## config.mk

```make
export PLATFORM = sky130hd
export DESIGN_NAME = dnn_seq
export DESIGN_NICKNAME = d
export VERILOG_FILES = /design/src/rtl/dnn_pkg.sv /design/src/rtl/dnn_seq_argmax8.sv /design/src/rtl/dnn_seq.sv
export SDC_FILE = /design/constraint.sdc
export NUM_CORES = 1
export LEC_CHECK = 0
export CELL_PAD_IN_SITES_DETAIL_PLACEMENT = 2
export CELL_PAD_IN_SITES_GLOBAL_PLACEMENT = 2
export CORE_ASPECT_RATIO = 1.25
export CORE_MARGIN = 2
export CORE_UTILIZATION = 24
export DETAILED_ROUTE_END_ITERATION = 8
export MAX_ROUTING_LAYER = met4
export PLACE_DENSITY_LB_ADDON = 0.1
export SLEW_MARGIN = 20
export SYNTH_ARGS = -nofsm -noshare
export SYNTH_HDL_FRONTEND = slang
export SYNTH_SLANG_ARGS = --single-unit
```

## constraint.sdc

```tcl
create_clock -name clk -period 3.1 [get_ports clk]
set_clock_uncertainty 0.1 [all_clocks]
set_input_delay 0.31 -clock clk [delete_from_list [all_inputs] [get_ports clk]]
set_output_delay 0.31 -clock clk [all_outputs]
set_load 0.01 [all_outputs]
```

## src/rtl/dnn_pkg.sv

```systemverilog
// Shared types and helpers for the DNN layer sequencer: element/vector sizes,
// sequencer state encoding and packed-vector element access.
package dnn_pkg;

  localparam int DATA_W = 16;
  localparam int VEC_N  = 8;
  localparam int VEC_W  = DATA_W * VEC_N;

  typedef enum logic [2:0] {
    S_IDLE,
    S_CLR,
    S_RUN,
    S_CAPT,
    S_ARG,
    S_DONE
  } state_e;

  function automatic logic signed [DATA_W-1:0] vec_get(input logic [VEC_W-1:0] v, input int i);
    return v[DATA_W*i +: DATA_W];
  endfunction

  function automatic logic [VEC_W-1:0] vec_set(input logic [VEC_W-1:0] v, input int i,
                                               input logic [DATA_W-1:0] e);
    logic [VEC_W-1:0] r;
    r = v;
    r[DATA_W*i +: DATA_W] = e;
    return r;
  endfunction

endpackage

```

## src/rtl/dnn_seq_argmax8.sv

```systemverilog
// argmax8: combinational signed 8-way compare tree; ties go to the lower index.
module argmax8
  import dnn_pkg::*;
(
  input  logic [VEC_W-1:0] vec_i,
  output logic [2:0]       idx_o
);

  logic signed [DATA_W-1:0] v1 [4];
  logic        [2:0]        i1 [4];
  logic signed [DATA_W-1:0] v2 [2];
  logic        [2:0]        i2 [2];

  // The left operand always carries the lower index, so >= keeps ties low.
  always_comb begin
    for (int k = 0; k < 4; k++) begin
      if (vec_get(vec_i, 2*k) >= vec_get(vec_i, 2*k+1)) begin
        v1[k] = vec_get(vec_i, 2*k);
        i1[k] = 3'(2*k);
      end else begin
        v1[k] = vec_get(vec_i, 2*k+1);
        i1[k] = 3'(2*k+1);
      end
    end
    for (int k = 0; k < 2; k++) begin
      if (v1[2*k] >= v1[2*k+1]) begin
        v2[k] = v1[2*k];
        i2[k] = i1[2*k];
      end else begin
        v2[k] = v1[2*k+1];
        i2[k] = i1[2*k+1];
      end
    end
    idx_o = (v2[0] >= v2[1]) ? i2[0] : i2[1];
  end

endmodule

```

## src/rtl/dnn_seq.sv

```systemverilog
// dnn_seq: runs NUM_LAYERS dense+sigmoid layers on one shared datapath, owning the
// activation buffer. Optional argmax output under macro DNN_SEQ_ARGMAX_EN.
module dnn_seq
  import dnn_pkg::*;
#(
  parameter  int NUM_LAYERS = 3,
  parameter  int DP_LATENCY = 2,
  localparam int LW = (NUM_LAYERS > 1) ? $clog2(NUM_LAYERS) : 1
) (
  input  logic             clk,
  input  logic             rst,
  input  logic             start,
  input  logic             abort,
  input  logic [VEC_W-1:0] in_vec,
  input  logic [VEC_W-1:0] dp_a,
  output logic [VEC_W-1:0] dp_x,
  output logic             dp_en,
  output logic             dp_clr,
  output logic [LW-1:0]    layer_sel,
  output logic             busy,
  output logic             done,
  output logic [VEC_W-1:0] out_vec,
  output logic [2:0]       out_class
);

  localparam int CW = (DP_LATENCY > 1) ? $clog2(DP_LATENCY) : 1;

`ifdef DNN_SEQ_ARGMAX_EN
  localparam state_e LAST_NEXT = S_ARG;
`else
  localparam state_e LAST_NEXT = S_DONE;
`endif

  state_e           state_q, state_d;
  logic [VEC_W-1:0] buf_q, buf_d;
  logic [CW-1:0]    cnt_q, cnt_d;
  logic [LW-1:0]    layer_q, layer_d;
  logic [VEC_W-1:0] out_vec_q;
  logic             done_q;
  logic             abort_clr_q;

  // states: IDLE wait | CLR clear dp | RUN dp_en | CAPT latch dp_a | ARG argmax | DONE pulse
  always_comb begin
    state_d = state_q;
    buf_d   = buf_q;
    cnt_d   = cnt_q;
    layer_d = layer_q;
    dp_en   = 1'b0;
    dp_clr  = abort_clr_q;
    unique case (state_q)
      S_IDLE: begin
        if (start) begin
          buf_d   = in_vec;
          layer_d = '0;
          state_d = S_CLR;
        end
      end
      S_CLR: begin
        dp_clr  = 1'b1;
        cnt_d   = CW'(DP_LATENCY - 1);
        state_d = S_RUN;
      end
      S_RUN: begin
        dp_en = 1'b1;
        if (cnt_q == '0) state_d = S_CAPT;
        else             cnt_d   = cnt_q - 1'b1;
      end
      S_CAPT: begin
        buf_d = dp_a;
        if (layer_q == LW'(NUM_LAYERS - 1)) begin
          state_d = LAST_NEXT;
        end else begin
          layer_d = layer_q + 1'b1;
          state_d = S_CLR;
        end
      end
      S_ARG:  state_d = S_DONE;
      S_DONE: begin
        layer_d = '0;
        state_d = S_IDLE;
      end
      default: state_d = S_IDLE;
    endcase
    if (abort && state_q != S_IDLE) begin
      state_d = S_IDLE;
      layer_d = '0;
    end
  end

  always_ff @(posedge clk) begin
    if (rst) begin
      state_q     <= S_IDLE;
      buf_q       <= '0;
      cnt_q       <= '0;
      layer_q     <= '0;
      out_vec_q   <= '0;
      done_q      <= 1'b0;
      abort_clr_q <= 1'b0;
    end else begin
      state_q     <= state_d;
      buf_q       <= buf_d;
      cnt_q       <= cnt_d;
      layer_q     <= layer_d;
      done_q      <= (state_d == S_DONE);
      abort_clr_q <= abort && (state_q != S_IDLE);
      if (state_d == S_DONE) out_vec_q <= buf_d;
    end
  end

`ifdef DNN_SEQ_ARGMAX_EN
  logic [2:0] arg_idx;
  logic [2:0] class_q;

  argmax8 u_argmax8 (
    .vec_i (buf_q),
    .idx_o (arg_idx)
  );

  always_ff @(posedge clk) begin
    if (rst)                                         class_q <= '0;
    else if (state_q == S_ARG && state_d == S_DONE)  class_q <= arg_idx;
  end

  assign out_class = class_q;
`else
  assign out_class = 3'd0;
`endif

  assign dp_x      = buf_q;
  assign layer_sel = layer_q;
  assign busy      = (state_q != S_IDLE);
  assign done      = done_q;
  assign out_vec   = out_vec_q;

endmodule

```

==> flow_summary.ini, run 1 <==
[die]
coreArea_um2 = 42100
initial_utilization = 0.244
dieArea_um2 = 44500
num_rows = 84
ios = 525
die_w_um = 189
die_h_um = 235

[layout]
area_delta_synth_final_pct = 65.5
fin_nets = 1791
fillers = 4595
drive_gt1_frac = 0.129

[global_routing]
grt_max_degree = 78
antenna_found_initial = 12
track_usage = 0.226
grt_pass1_vias = 11700
grt.overflow.total = 0
grt_pass1_wl_um = 75100

[sta]
period_needed_ns = 2.65
setup_viol_count_final = 0
finalHoldViolations = 0
worst_slew_pin_slew_ns = 0.716
fmax_ghz = 0.378
rsz0062_at_grt = no
post-route-period-util = 0.854
finalWorstSetupSlack_ns = 0.454
finalMaxSlewViolations = 0
finalSetupTns_ns = 0
maxSlewHeadroom = 0.522

[route]
routed_wirelength_um = 50900
drt_iter0_drc = 286
wl_met2_um = 25600
wl_met3_um = 4030
via_per_inst = 4.99
drc_errors = 0
wl_per_cell_um = 24.0
drtPass1Iterations = 4
vias = 10600
ant_nets = 0
highest_layer = met4
wl_met1_um = 19400

[clock_network]
cts_tree = built
cts.sinks = 264
clock_path_buffers = 3
clk_pin_slew_ns = 0.06
cts_buffers = 31
holdBufCountCts = 0
post-cts-setup-buffers = 0
cts_resized = 0
htree_levels = 1
cts-root-buf = clkbuf_16
clock_latency_ns = 0.57

[logic_synthesis]
synth_seq_cells = 264
synth_top_area_frac = 0.514
synth_edf_count = 0
syn-cell-area_um2 = 10300
synth_seq_area_share = 0.514
yosysTopAreaCell = dfxtp_1
syn_avg_cell_area_um2 = 9.56
synth_cells = 1076
synthFlopType = dfxtp_1
synth.distinct_cells = 37
async_flop_share = 0
yosysMostFrequentCell = dfxtp_1
synthTopCellsByCount = dfxtp_1 (264), nand2_1 (131), a21oi_1 (130)
yosys_warnings = 0
synthTopCellsByArea = dfxtp_1 (51%), o221ai_1 (11%), o2bb2ai_1 (11%)

[critical_path]
worstPathArrival_ns = 2.24
critPathRequiredTime_ns = 2.69
crit_fanout = 20
critPathKind = reg -> out
start_kind = flop
endpoint_kind = output port

[placement]
io_buffer_count = 521
place_congestion = 0.766
pre_cts_ws_ns = 0.772
dp_hpwl_um = 34200

[job]
cap_violations = 0

[run_status]
status = completed

[power]
p_leak_nw = 6.01
power_per_cell_area_nw_per_um2 = 492
peakVddDrop_mv = 0.387

[hold_path]
min_path_type = in -> reg
placed cells by master (no fill, tap or decap), types with 4 or more instances in the layout:
cell               n
o2bb2ai_1        128
nand2_1          130
nor2_1             4
a21oi_1          130
clkbuf_8           6
diode_2           12
o221ai_1         128
buf_12            12
or2_2            128
clkbuf_1           9
dfxtp_1          263
clkbuf_16         31
clkdlybuf4s50_1  520
buf_4              9
inv_1              5
power by group:
part,switching (mW),total [mW],internal [mW]
Combinational,0.562,1.27,0.709
Clock,1.47,3.51,2.04
Sequential,0.0754,3.59,3.52
cell families (layout without fill, tap and decap cells):
family | after synthesis | after routing | share of synthesized area
compound gates | 399 | 399 | 0.291
simple gates | 281 | 281 | 0.142
flops | 264 | 264 | 0.514
buf+inv | 129 | 598 | 0.0511
fa+ha+maj | 1 | 1 | 0.00122
other cells | 1 | 15 | 0.000365
xor+xnor | 1 | 1 | 0.000852
worst paths after layout:
path	from	end	slack, ns	depth (start not counted)
max reg2reg	state_q[1]$_SDFF_PP0_	out_vec[27]$_SDFFE_PP0N_	0.76	4
min reg2reg	out_vec[34]$_SDFFE_PP0N_	out_vec[34]$_SDFFE_PP0N_	0.36	1
min	rst	dp_x[94]$_SDFF_PP0_	0.13	2
max	state_q[1]$_SDFF_PP0_	dp_en	0.45	2
layer usage:
layer | GRT usage | vias to the layer above
li1 | - | 4888
met1 | 0.241 | 5255
met2 | 0.389 | 355
met3 | 0.0708 | 76
met4 | 0.0885 | 0
met5 | - | -
cell type report:
| cell class | instances | area [µm²] | area share |
|---|---|---|---|
| Antenna cell | 12 | 30.0 | 0.00176 |
| Clock buffer | 46 | 892 | 0.0524 |
| Clock inverter | 4 | 48.8 | 0.00287 |
| Inverter | 7 | 26.3 | 0.00154 |
| Multi-Input combinational cell | 685 | 4530 | 0.266 |
| Sequential cell | 264 | 5290 | 0.311 |
| Tap cell | 559 | 699 | 0.0411 |
| Timing Repair Buffer | 541 | 5510 | 0.324 |
flip-flops by register name, summed over array words and instances, names as in the netlist:
signal,flops
abort_clr_q,1
state_q,3
done,1
dp_x,128
out_vec,128
cnt_q,1
layer_sel,2
critical path, cell delays in order (launching register included):
cell	delay, ns
dfxtp_1	0.78
nor3b_1	0.26
clkdlybuf4s50_1	0.62
per-stage QoR:
step                      cell area (µm²)  cells   util  power (mW)  hold WS (ns)
final                               17000   2118  0.404        8.37         0.127
after global placement              16100   2056  0.381        4.93         0.343
after detailed placement            16100   2056  0.381        4.95         0.345
after floorplan                     10300   1078      -        4.16         0.324
after CTS                           17000   2106  0.403        8.51         0.108
after global routing                17000   2118  0.404        8.75         0.140
(Power assumes the default switching activity.)
==> run 2, diff against run 1 <==
--- a/config.mk
+++ b/config.mk
@@ -11,9 +11,11 @@
 export CORE_MARGIN = 2
 export CORE_UTILIZATION = 24
 export DETAILED_ROUTE_END_ITERATION = 8
+export HOLD_SLACK_MARGIN = 0.08
 export MAX_ROUTING_LAYER = met4
 export PLACE_DENSITY_LB_ADDON = 0.1
 export SLEW_MARGIN = 20
 export SYNTH_ARGS = -nofsm -noshare
 export SYNTH_HDL_FRONTEND = slang
 export SYNTH_SLANG_ARGS = --single-unit
+export TNS_END_PERCENT = 1
==> results of run 2 <==
No change in the layout: final DEF, timing and power equal those of run 1.
